## src/rtl/mode_controller.sv

```systemverilog
// mode_controller: board mode sequencer driving the counter enable, the LRU req/ack
// handshake and the 32-bit display word. Revision: 1.0
`default_nettype none

module mode_controller #(
    parameter int KEY_W   = 8,
    parameter int VAL_W   = 8,
    parameter int TIMEOUT = 16
) (
    input  logic              clk_i,
    input  logic              rst_i,
    input  logic              mode_next_i,
    input  logic              exec_i,
    input  logic [15:0]       sw_i,
    input  logic [31:0]       cnt_val_i,
    output logic              cnt_en_o,
    output logic              lru_req_o,
    output logic              lru_we_o,
    output logic [KEY_W-1:0]  lru_key_o,
    output logic [VAL_W-1:0]  lru_wdata_o,
    input  logic              lru_ack_i,
    input  logic              lru_hit_i,
    input  logic [VAL_W-1:0]  lru_rdata_i,
    output logic [2:0]        state_o,
    output logic              busy_o,
    output logic              err_o,
    output logic [31:0]       data_o
);

    localparam int CW = (TIMEOUT > 2) ? $clog2(TIMEOUT) : 1;
    localparam logic [CW-1:0] C_LAST = CW'(TIMEOUT - 1);

    typedef enum logic [1:0] {
        MODE_CNT = 2'd0,
        MODE_WR  = 2'd1,
        MODE_RD  = 2'd2
    } mode_t;

    typedef enum logic [0:0] {
        ST_IDLE = 1'b0,
        ST_REQ  = 1'b1
    } fsm_t;

    fsm_t              state, state_nxt;
    mode_t             mode;
    logic              run;
    logic              req_we;
    logic [CW-1:0]     tcnt;
    logic              err;
    logic [KEY_W-1:0]  key;
    logic [VAL_W-1:0]  wdata;
    logic [KEY_W-1:0]  last_key;
    logic [VAL_W-1:0]  last_val;
    logic [KEY_W-1:0]  rd_key;
    logic              rd_hit;
    logic [VAL_W-1:0]  rd_val;
    logic              start_req;
    logic              ack_take;
    logic              expire;
    logic              idle_exec;

    // mode_next outranks exec; both are dropped outright while a request is open
    assign idle_exec = (state == ST_IDLE) && exec_i && !mode_next_i;

    always_ff @(posedge clk_i) begin
        if (!rst_i) state <= ST_IDLE;
        else        state <= state_nxt;
    end

    always_comb begin
        state_nxt = state;
        start_req = 1'b0;
        ack_take  = 1'b0;
        expire    = 1'b0;
        case (state)
            ST_IDLE: begin
                if (idle_exec && (mode != MODE_CNT)) begin
                    start_req = 1'b1;
                    state_nxt = ST_REQ;
                end
            end
            ST_REQ: begin
                if (lru_ack_i) begin
                    ack_take  = 1'b1;
                    state_nxt = ST_IDLE;
                end else if (tcnt == C_LAST) begin
                    expire    = 1'b1;
                    state_nxt = ST_IDLE;
                end
            end
            default: state_nxt = ST_IDLE;
        endcase
    end

    always_ff @(posedge clk_i) begin
        if (!rst_i) begin
            mode     <= MODE_CNT;
            run      <= 1'b1;
            req_we   <= 1'b0;
            tcnt     <= '0;
            err      <= 1'b0;
            key      <= '0;
            wdata    <= '0;
            last_key <= '0;
            last_val <= '0;
            rd_key   <= '0;
            rd_hit   <= 1'b0;
            rd_val   <= '0;
        end else begin
            if ((state == ST_IDLE) && mode_next_i) begin
                case (mode)
                    MODE_CNT: mode <= MODE_WR;
                    MODE_WR:  mode <= MODE_RD;
                    default:  mode <= MODE_CNT;
                endcase
            end
            if (idle_exec && (mode == MODE_CNT))
                run <= ~run;
            if (start_req) begin
                tcnt   <= '0;
                err    <= 1'b0;
                req_we <= (mode == MODE_WR);
                key    <= sw_i[15 -: KEY_W];
                if (mode == MODE_WR)
                    wdata <= sw_i[VAL_W-1:0];
            end else if (state == ST_REQ) begin
                tcnt <= tcnt + CW'(1);
            end
            if (expire)
                err <= 1'b1;
            if (ack_take) begin
                if (req_we) begin
                    last_key <= key;
                    last_val <= wdata;
                end else begin
                    rd_key <= key;
                    rd_hit <= lru_hit_i;
                    rd_val <= lru_rdata_i;
                end
            end
        end
    end

    assign busy_o      = (state == ST_REQ);
    assign lru_req_o   = busy_o;
    assign lru_we_o    = busy_o & req_we;
    assign lru_key_o   = key;
    assign lru_wdata_o = wdata;
    assign err_o       = err;
    assign cnt_en_o    = (mode == MODE_CNT) & run;

    always_comb begin
        state_o = 3'b100;
        data_o  = cnt_val_i;
        case (mode)
            MODE_WR: begin
                state_o = 3'b010;
                data_o  = {8'(last_key), 8'(last_val), 16'h0000};
            end
            MODE_RD: begin
                state_o = 3'b001;
                data_o  = {8'(rd_key), 7'b0, rd_hit, 8'h00, 8'(rd_val)};
            end
            default: begin
                state_o = 3'b100;
                data_o  = cnt_val_i;
            end
        endcase
    end

endmodule

`default_nettype wire
```

## config.mk

```make
export PLATFORM = sky130hd
export DESIGN_NAME = mode_controller
export DESIGN_NICKNAME = d
export VERILOG_FILES = /design/src/rtl/mode_controller.sv
export SDC_FILE = /design/constraint.sdc
export NUM_CORES = 1
export LEC_CHECK = 0
export BUFFER_PORTS_ARGS = -buffer_cell sky130_fd_sc_hd__buf_4
export CORE_ASPECT_RATIO = 0.75
export CORE_MARGIN = 4
export CORE_UTILIZATION = 51
export DETAILED_ROUTE_END_ITERATION = 8
export PLACE_DENSITY = 0.81
export SLEW_MARGIN = 20
export SYNTH_ARGS = -nofsm -noshare
export SYNTH_HDL_FRONTEND = slang
export SYNTH_SLANG_ARGS = --single-unit
export TNS_END_PERCENT = 5
```

## constraint.sdc

```tcl
create_clock -name clk_i -period 2.55 [get_ports clk_i]
set_input_delay 0.3825 -clock clk_i [delete_from_list [all_inputs] [get_ports clk_i]]
set_output_delay 0.3825 -clock clk_i [all_outputs]
set_load 0.005 [all_outputs]
```

* Yosys cells after proc, flatten, opt, wreduce, memory -nomap -nowiden *
Cells that the tools add are included.

cells by class
  add/sub/neg operators = 1
  equal/unequal tests = 3
  mux-type cells = 15
  bitwise operators = 6
  reductions and logical operators = 13

operators with widths
  operator                                       number
  one-hot mux 32 bit (2 select lines)            1
  two-way mux 1 bit                              11
  one-hot mux 3 bit (2 select lines)             1
  AND reduction 2 bit                            3
  logical AND 1 bit                              5
  adder 4 x 1 -> 4 bit, second input constant    1
  == test 4 bit, second input constant           1
  NOT 1 bit                                      4
  one-hot mux 2 bit (2 select lines)             1
  nonzero test 2 bit                             2
  AND 1 bit                                      2
  == test 2 x 1 -> 1 bit, second input constant  1
  == test 2 bit, second input constant           1
  zero test 2 bit                                1
  one-hot mux 1 bit (2 select lines)             1
  OR reduction 2 bit                             1
  zero test 1 bit                                1

word-level totals
  flip-flop bits (word level) = 59
  input port bits = 62
  output and inout bits = 56
  word-level logic and storage cells = 51

* Longest topological paths before layout *
Gate-level depths: netlist of the first run.

  depth after elaboration = 8
  mapped depth = 6
  depth with buffers taken out = 5

* Worst setup path before layout of the first run *
No wires, ideal clock.

  path type = register -> output
  from = reg mode[0]
  to = out data_o[2]
  arrival = 1.384 ns
  data required time = 2.168 ns
  slack = 0.784 ns
  cell stages (with the launch flop) = 7
  path buffers = 2
  cells stage by stage = dfxtp_1 > inv_1 > ha_1 > buf_2 > buf_1 > nand3_1 > o21ai_0

between the ends
  cells in the longest elaborated chain, start to end = 2
  elaborated cells between the ends (all ways) = 3
  classes of those cells = eq/ne (2); mux (1)

RTL lines
  element                                                  RTL line  text
  start: declaration                                       45        mode_t mode;
  start signal: assignment                                 97        mode <= MODE_CNT;
  start signal: assignment                                 112       MODE_CNT: mode <= MODE_WR;
  start signal: assignment                                 113       MODE_WR: mode <= MODE_RD;
  == test 2 bit or == test 2 x 1 -> 1 bit (tied branches)  155       case (mode)
  one-hot mux 32 bit (2 select lines) (*)                  155
  end: declaration                                         27        output logic [31:0] data_o

Mark *: on every way between the ends. The rest lies on a longest branch, timed or not.

* Worst setup path after layout of the first run *
  from = reg mode[0]
  to = out data_o[29]

Same word-level chain as after synthesis.

==> impl_results.md, run 1 <==
* Status: finished clean
* CTS max path bufs at 2
* GR peak layer: met2
* ANT cells at 0
* Die Ht at 71.9 microns
* Crit path max fanout at 17
* Netlist cell types at 32
* Routed Antenna Nets at 0
* Worst Hold Path Cells at 2
* # rows at 22
* Post-CTS Hold Buffers at 0
* DP HPWL at 5320 microns
* Startpoint types: register
* H-Tree Depth at 3
* Met1 usage at 0.266
* Peak supply drop at 0.523 mV
* I/O Pins at 118
* Critical path arrival at 1910 ps
* Vias at around 2,700
* Final #Nets at between 500 and 600
* Clk slew on worst S/H paths at 60 ps
* Number of max-cap violations at 0
* Iteration-0 DRC Markers at 96
* Post-synth top flop: dfxtp_1
* Final Non-Filler Cells at 522
* Sum of negative setup slack at 0 ps
* Area of the mapped netlist at 2780 sq um
* Met2 usage at 0.385
* Full die area at 6700 sq um
* EDFF count, synth at 0
* Total Routed Length at 7370 microns
* Finish-stage setup viols at 0
* Vias in the first global route at 2,583
* Via-to-Cell Ratio at around 5
* Post_cts resized at 0
* Initial antenna violation count at 0
* Headroom to the max-slew limit at 0.546
* Total CTS buffers at 9
* Initial core utilization at 0.548
* Root Driver: clkbuf_8
* Met3 usage at 0.0777
* Final Hold Fails at 0
* RSZ-0062 raised after global routing: false
* Least-Margin Pin Slew at 680 ps
* Fill cells at 407
* Die width at 93.2 microns
* Routed WL per cell at around 14 microns
* Fin crit period at 2290 ps
* Area Growth Syn to Fin at 38.5%
* Clock sink total at 59
* Leak pwr at ~1.7 nW
* WS Path Type: register to primary output
* Depth of the worst register-to-register path at 5
* Worst Skew at ~6.0 ps
* Clk_lat worst skew at 330 ps
* Cells after synthesis at 342
* Fmax at roughly 0.44 GHz
* Dpl cells at 507
* Pwr Density at 567 nW/um^2
* Global route overflow at 0
* Setup Fix Bufs, Post-CTS at 0
* CTS tree: built
* Global-route wire length before repair at 12,000 microns
* Pins over their slew limit at 0
* Placeable Area at just over 5000 sq um
* Hold WC Path Type: primary input to register
* Syn_area_per_cell at 8.12 sq um
* Post-Syn Nets at between 400 and 500
* Synth warn at 0
* Buffers on Ports at roughly 120
* Seq/Total Area, Yosys at 0.425
* Largest net degree at the start of global routing at between 50 and 60
* Yosys reg bits at 59
* Residual DRC count at 0
* GRT Util Overall at 0.223
* Share of layout cells above drive strength 1 at 0.307
* CP Data Required Time at 2170 ps
* Final GP Congestion at 0.818
* Pre-Repair DR Iteration Count at 4
* Final critical-path share of the clock period at 0.898
* Hold_ws at 266 ps
* Crit. End Element: primary output
* Ys async rst share at 0
registers in the layout, summed over array words and instances, names as in the netlist, 2 cells and up:
| register | cells |
|---|---|
| tcnt | 4 |
| lru_key_o | 8 |
| last_val | 8 |
| lru_wdata_o | 8 |
| mode | 2 |
| rd_key | 8 |
| last_key | 8 |
| rd_val | 8 |
per-layer routing:
layer	share of wire	wire length [microns]
met2	0.48	3510
met5	0	0
met4	0.0087	64
met1	0.42	3130
met3	0.091	671
area by class of cell:
cell class                 count  area, sq um  share of cell area
multi-input combinational    238         1400               0.363
sequential                    59         1180               0.307
timing repair buffer         120          913               0.237
clock buffer                  14          193              0.0501
tap                           72         90.1              0.0234
inverter                      18         67.6              0.0176
clock inverter                 1         5.00             0.00130
stage by stage:
stage          power (mW)   util  cell area [sq um]  setup WS [ps]
2_1_floorplan        1.14      -               2780            784
3_3_place_gp         1.37  0.720               3650            637
3_5_place_dp         1.38  0.720               3650            581
4_1_cts              2.19  0.759               3850            217
5_1_grt              2.28  0.759               3850           79.9
6_report             2.18  0.759               3850            261
final timing paths:
| path | from | endpoint | slack (ps) |
|---|---|---|---|
| worst max-delay path | mode[0] | data_o[29] | 260 |
| worst min-delay path | sw_i[13] | lru_key_o[5] | 270 |
| worst max register to register | mode[0] | lru_wdata_o[2] | 560 |
| worst min register to register | rd_key[2] | rd_key[2] | 450 |
power by group:
group | total [mW] | leakage, nW | internal (mW) | switching [mW]
Combinational | 0.407 | 1.08 | 0.229 | 0.177
Clock | 0.821 | 0.105 | 0.479 | 0.342
Sequential | 0.952 | 0.476 | 0.936 | 0.0155
cells in the final DEF (no fill, tap or decap), types with 2 or more instances in the layout:
cell	instances
nor2b_1	13
ha_1	7
a22oi_1	9
o21ai_0	15
a21boi_1	33
and2_1	4
inv_1	18
a22o_1	9
nand3_1	16
xnor2_1	2
dfxtp_1	59
nor2_1	13
nand2_1	84
clkbuf_8	14
xor2_1	2
a21oi_1	9
mux2i_1	11
buf_4	119
worst max-delay path, stage by stage (launching register included):
cell and delay, ps:
dfxtp_1 340, inv_1 130, ha_1 590, a22oi_1 170, a21oi_1 210, buf_4 130
Yosys cell counts (4+ instances only):
cell       n  area share
nand2_1   84        0.11
dfxtp_1   59        0.43
a21boi_1  33       0.089
inv_1     18       0.024
nand3_1   16       0.029
o21ai_0   15       0.027
nor2_1    13       0.018
nor2b_1   13       0.029
buf_2     12       0.022
mux2i_1   11       0.040
clkbuf_1  10       0.014
a21oi_1    9       0.016
a22o_1     9       0.028
a22oi_1    9       0.024
ha_1       7       0.032
and2_1     4      0.0090
cells by family after synthesis:
family                   count (synthesis)  share of synthesized area
AO/OA/AOI/OAI                           76                      0.188
XOR/XNOR                                 4                     0.0126
adder cells (fa/ha/maj)                  7                     0.0315
buffers and inverters                   45                     0.0717
flip-flops                              59                      0.425
multiplexers                            11                     0.0397
AND/OR/NAND/NOR                        140                      0.231
(Power assumes the default switching activity.)
==> run 2, diff against run 1 <==
--- a/config.mk
+++ b/config.mk
@@ -8,9 +8,10 @@
 export BUFFER_PORTS_ARGS = -buffer_cell sky130_fd_sc_hd__buf_4
 export CORE_ASPECT_RATIO = 0.75
 export CORE_MARGIN = 4
-export CORE_UTILIZATION = 51
+export CORE_UTILIZATION = 40
 export DETAILED_ROUTE_END_ITERATION = 8
-export PLACE_DENSITY = 0.81
+export GPL_ROUTABILITY_DRIVEN = 0
+export PLACE_DENSITY = 0.65
 export SLEW_MARGIN = 20
 export SYNTH_ARGS = -nofsm -noshare
 export SYNTH_HDL_FRONTEND = slang
==> run 2 against run 1 <==
Fmax up 0.89%. Highest routed layer unchanged. Die area up 25%. Sequential cell count unchanged.
==> impl_results.md, run 2 (synthesized netlist as in run 1, its figures left out) <==
* Via-to-Cell Ratio at 4.85
* Placed cell areas at 3660 sq um
* Pre-Repair DR Iteration Count at 4
* Initial core utilization at 0.427
* Leak pwr at roughly 1.7 nW
* Global-route wire length before repair at 12,400 microns
* Setup Fix Bufs, Post-CTS at 0
* Fin crit period at approximately 2300 ps
* Crit path max fanout at 44
* Final Instance Area at 3860 sq um
* Post-CTS Hold Buffers at 0
* Die width at 104 microns
* WS Path Type: register to primary output
* Iteration-0 DRC Markers at 120
* Crit path from: mode[1]
* Clock sink total at 59
* Residual DRC count at 0
* Placeable Area at 6510 sq um
* Total CTS buffers at 9
* CP Data Required Time at 2170 ps
* Final #Nets at 517
* Post_cts resized at 0
* Least-Margin Pin Slew at between 800 and 900 ps
* Share of layout cells above drive strength 1 at 0.309
* Headroom to the max-slew limit at 0.425
* Startpoint types: register
* RSZ-0062 raised after global routing: false
* Finish-stage setup viols at 0
* Initial antenna violation count at 0
* Place WS at between 400 and 500 ps
* Worst Skew at roughly 5.7 ps
* Clk slew on worst S/H paths at 70 ps
* Status: finished clean
* Largest net degree at the start of global routing at 45
* Vias at 2,591
* DP HPWL at 5450 microns
* Pins over their slew limit at 0
* H-Tree Depth at 3
* Commonest cells after routing, fill and taps aside: buf_4 (122), nand2_1 (84), dfxtp_1 (59)
* FF-to-FF setup slack at 500 ps
* Worst Hold Path Cells at 2
* Global route overflow at 0
* GRT Util Overall at 0.184
* Final critical-path share of the clock period at 0.890
* Fmax at 0.441 GHz
* Total Routed Length at 7520 microns
* Hold WC Path Type: primary input to register
* Number of max-cap violations at 0
* Area Growth Syn to Fin at 38.9%
* Worst setup path endpoint: data_o[4]
* Crit. End Element: primary output
* Root Driver: clkbuf_8
* # rows at 25
* Peak supply drop at 0.255 mV
* ANT cells at 0
* Vias in the first global route at 2,529
* Hold_ws at 254 ps
* CTS max path bufs at 2
* Pwr Density at between 500 and 600 nW/um^2
* RR Startpoint: mode[0]
* Routed WL per cell at 14.1 microns
* CTS tree: built
* Worst flop-to-flop path endpoint: lru_wdata_o[7]
* Die Ht at 80.2 microns
* Commonest non-fill, non-tap cell in the layout: buf_4
* Buffers on Ports at 117
* Full die area at ~8400 sq um
* Routed Antenna Nets at 0
* Final Hold Fails at 0
* Critical path arrival at 1890 ps
* Sum of negative setup slack at 0 ps
* Clk_lat worst skew at 330 ps
* Final WS setup at approximately 280 ps
* Depth of the worst register-to-register path at 5
* I/O Pins at 118
==> run 2: cell types whose count changed in the layout (fill, tap and decap cells not counted) <==
cell / before / now
clkinvlp_4: 0 / 1
buf_4: 119 / 122
clkbuf_1: 0 / 1
buf_12: 1 / 0
clkinv_2: 1 / 3
clkbuf_8: 14 / 10
bufinv_16: 0 / 1
==> run 2: critical path: stages (launching register included) <==
cell	delay, ps
dfxtp_1	390
inv_1	110
ha_1	310
buf_4	350
nand3_1	140
o21ai_0	110
buf_4	130
==> run 2: metal layers <==
layer / vias up / wire length (microns) / GRT usage
met2: 90 / 3280 / 0.296
li1: 1337 / - / -
met3: 7 / 569 / 0.0739
met1: 1157 / 3590 / 0.229
met4: 0 / 75 / 0.0531
met5: - / 0 / 0
==> run 2: worst min path at each step <==
stage               slack, ps         from      endpoint
finish                    250     sw_i[10]  lru_key_o[2]
global route              240     sw_i[10]  lru_key_o[2]
CTS                       240     sw_i[13]  lru_key_o[5]
detailed placement        450  last_val[1]   last_val[1]
global placement          440    rd_val[5]     rd_val[5]
floorplan                 430       rd_hit        rd_hit
==> run 2: cell type report <==
class                   count  area [sq um]
multi-input cells         238          1400
clock inverters             5          52.6
inverters                  18          67.6
repair buffers            122           916
fillers                   599          2650
well taps                  81           101
clock buffers              11           141
flip-flops and latches     59          1180
==> run 2: report_power, final <==
| group | total, mW | switching, mW | internal (mW) |
|---|---|---|---|
| Combinational | 0.402 | 0.177 | 0.225 |
| Clock | 0.840 | 0.367 | 0.473 |
| Sequential | 0.949 | 0.0136 | 0.936 |
| Total | 2.19 | 0.557 | 1.63 |
==> run 2: metrics by stage <==
step	cells	power, mW	utilization
6_report	534	2.19	0.593
2_1_floorplan	342	1.14	-
3_3_place_gp	518	1.37	0.563
3_5_place_dp	518	1.38	0.563
4_1_cts	534	2.21	0.593
5_1_grt	534	2.30	0.593
==> run 3, diff against run 2 <==
--- a/config.mk
+++ b/config.mk
@@ -12,6 +12,7 @@
 export DETAILED_ROUTE_END_ITERATION = 8
 export GPL_ROUTABILITY_DRIVEN = 0
 export PLACE_DENSITY = 0.65
+export SETUP_SLACK_MARGIN = 0.3
 export SLEW_MARGIN = 20
 export SYNTH_ARGS = -nofsm -noshare
 export SYNTH_HDL_FRONTEND = slang
==> constraint.sdc (replaced) <==
create_clock -name clk_i -period 2.55 [get_ports clk_i]
set_input_delay 0.255 -clock clk_i [delete_from_list [all_inputs] [get_ports clk_i]]
set_output_delay 0.255 -clock clk_i [all_outputs]
set_load 0.005 [all_outputs]
==> run 3 against run 2 <==
Clock skew about the same. Setup slack improved by 200 ps. Clock-buffer cell count unchanged. Non-clock buffer count unchanged. Worst hold slack got worse by 110 ps. Core utilization decreased by 0.19 points. Sequential cell count unchanged. Global-route usage decreased by 0.67 points. Final area decreased by 0.32%. Largest power group unchanged.
==> impl_results.md, run 3 (synthesized netlist as in run 1, its figures left out) <==
* Status: finished clean
* Via-to-Cell Ratio at 4.81
* Vias in the first global route at between 2,000 and 3,000
* Startpoint types: register
* Commonest cells after routing, fill and taps aside: buf_4 (121), nand2_1 (84), dfxtp_1 (59)
* I/O Pins at between 100 and 150
* RR Startpoint: mode[0]
* Post-CTS Hold Buffers at 0
* Sum of negative setup slack at 0 ps
* Routed Antenna Nets at 0
* Finish-stage setup viols at 0
* Final #Nets at 517
* Total Routed Length at 7340 microns
* Residual DRC count at 0
* Clk slew on worst S/H paths at 60 ps
* Hold WC Path Type: primary input to register
* Depth of the worst register-to-register path at 5
* Die Ht at about 80 microns
* RSZ-0062 raised after global routing: false
* Share of power burned in registers at 0.458
* Global route overflow at 0
* Pwr Density at 541 nW/um^2
* Sw Ratio at 0.252
* Critical path arrival at 1810 ps
* Worst flop-to-flop path endpoint: lru_wdata_o[4]
* Fmax at between 0.4 and 0.5 GHz
* GRT Util Overall at 0.177
* Leak pwr at 1.66 nW
* Full die area at 8350 sq um
* CTS max path bufs at 2
* FF-to-FF setup slack at 590 ps
* Pins over their slew limit at 0
* Met1 wire length at 3510 microns
* Crit path max fanout at 11
* Final WS setup at 484 ps
* Commonest non-fill, non-tap cell in the layout: buf_4
* Dpl cells at 518
* Worst Hold Path Cells at 2
* Place WS at 605 ps
* WS Path Type: register to primary output
* Met3 WL at 486 microns
* Largest net degree at the start of global routing at 57
* Headroom to the max-slew limit at 0.547
* Worst Hold Path EP: lru_key_o[0]
* Final critical-path share of the clock period at 0.810
* H-Tree Depth at 3
* Combinational power share at 0.196
* # rows at 25
* Max Used Layer: met4
* Share of layout cells above drive strength 1 at 0.310
* Vias at 2,558
* Fin crit period at 2070 ps
* ANT cells at 0
* Routed WL per cell at between 10 and 15 microns
* Global-route wire length before repair at 12,000 microns
* Initial core utilization at 0.427
* Buffers on Ports at 117
* Worst Skew at 6.08 ps
* CTS tree: built
* Least-Margin Pin Slew at slightly below 700 ps
* Post_cts resized at 0
* Hold_ws at 139 ps
* Final Non-Filler Cells at between 500 and 600
* Met2 wire length at 3320 microns
* Peak supply drop at 0.254 mV
* Root Driver: clkbuf_8
* Final Hold Fails at 0
* Die width at 104 microns
* CP Data Required Time at 2300 ps
* Total power at approximately 2.1 mW
* Iteration-0 DRC Markers at between 100 and 150
* Pre-Repair DR Iteration Count at 4
* Clock power share at 0.346
* Initial antenna violation count at 0
* Clk_lat worst skew at 320 ps
* Placeable Area at about 6500 sq um
* Clock sink total at 59
* Setup Fix Bufs, Post-CTS at 0
* DP HPWL at 5270 microns
* Number of max-cap violations at 0
* Crit. End Element: primary output
* Total CTS buffers at 9
* Net Switching at 0.524 mW
* Internal Power at 1.56 mW
* HP Start: sw_i[8]
* Area Growth Syn to Fin at 38.4%
run 3: power by group through the flow:
stage	sequential (mW)	combinational, mW	clock, mW
4_1_cts	0.952	0.414	0.742
3_3_place_gp	0.971	0.409	0
5_1_grt	0.954	0.447	0.798
3_5_place_dp	0.972	0.413	0
2_1_floorplan	0.967	0.175	0
6_report	0.952	0.408	0.720
run 3: per-layer routing:
layer / up-vias / global-route usage
li1: 1338 / -
met1: 1139 / 0.221
met2: 79 / 0.289
met3: 2 / 0.0675
met4: 0 / 0.0505
met5: - / 0
run 3: critical path: stages (launching register included):
cell,delay [ps]
dfxtp_1,340
inv_1,130
ha_1,470
buf_4,240
nand3_1,90
o21ai_0,90
buf_4,130
run 3: worst max path at each step:
stage	startpoint	end	slack, ps
final	mode[1]	data_o[19]	480
after global placement	mode[0]	lru_wdata_o[3]	720
after floorplan	mode[0]	data_o[2]	910
after detailed placement	mode[0]	lru_wdata_o[4]	610
after CTS	mode[0]	data_o[3]	380
after global routing	mode[1]	data_o[21]	310
run 3: stage by stage:
stage,util,instance area (sq um)
2_1_floorplan,-,2780
3_3_place_gp,0.565,3670
3_5_place_dp,0.565,3670
4_1_cts,0.590,3840
5_1_grt,0.591,3840
6_report,0.591,3840
run 3: area by class of cell:
cell class	instances	area, sq um
Fill cell	602	2660
Timing Repair Buffer	122	928
Tap cell	81	101
Inverter	18	67.6
Clock inverter	3	15.0
Sequential cell	59	1180
Multi-Input combinational cell	238	1400
Clock buffer	11	151
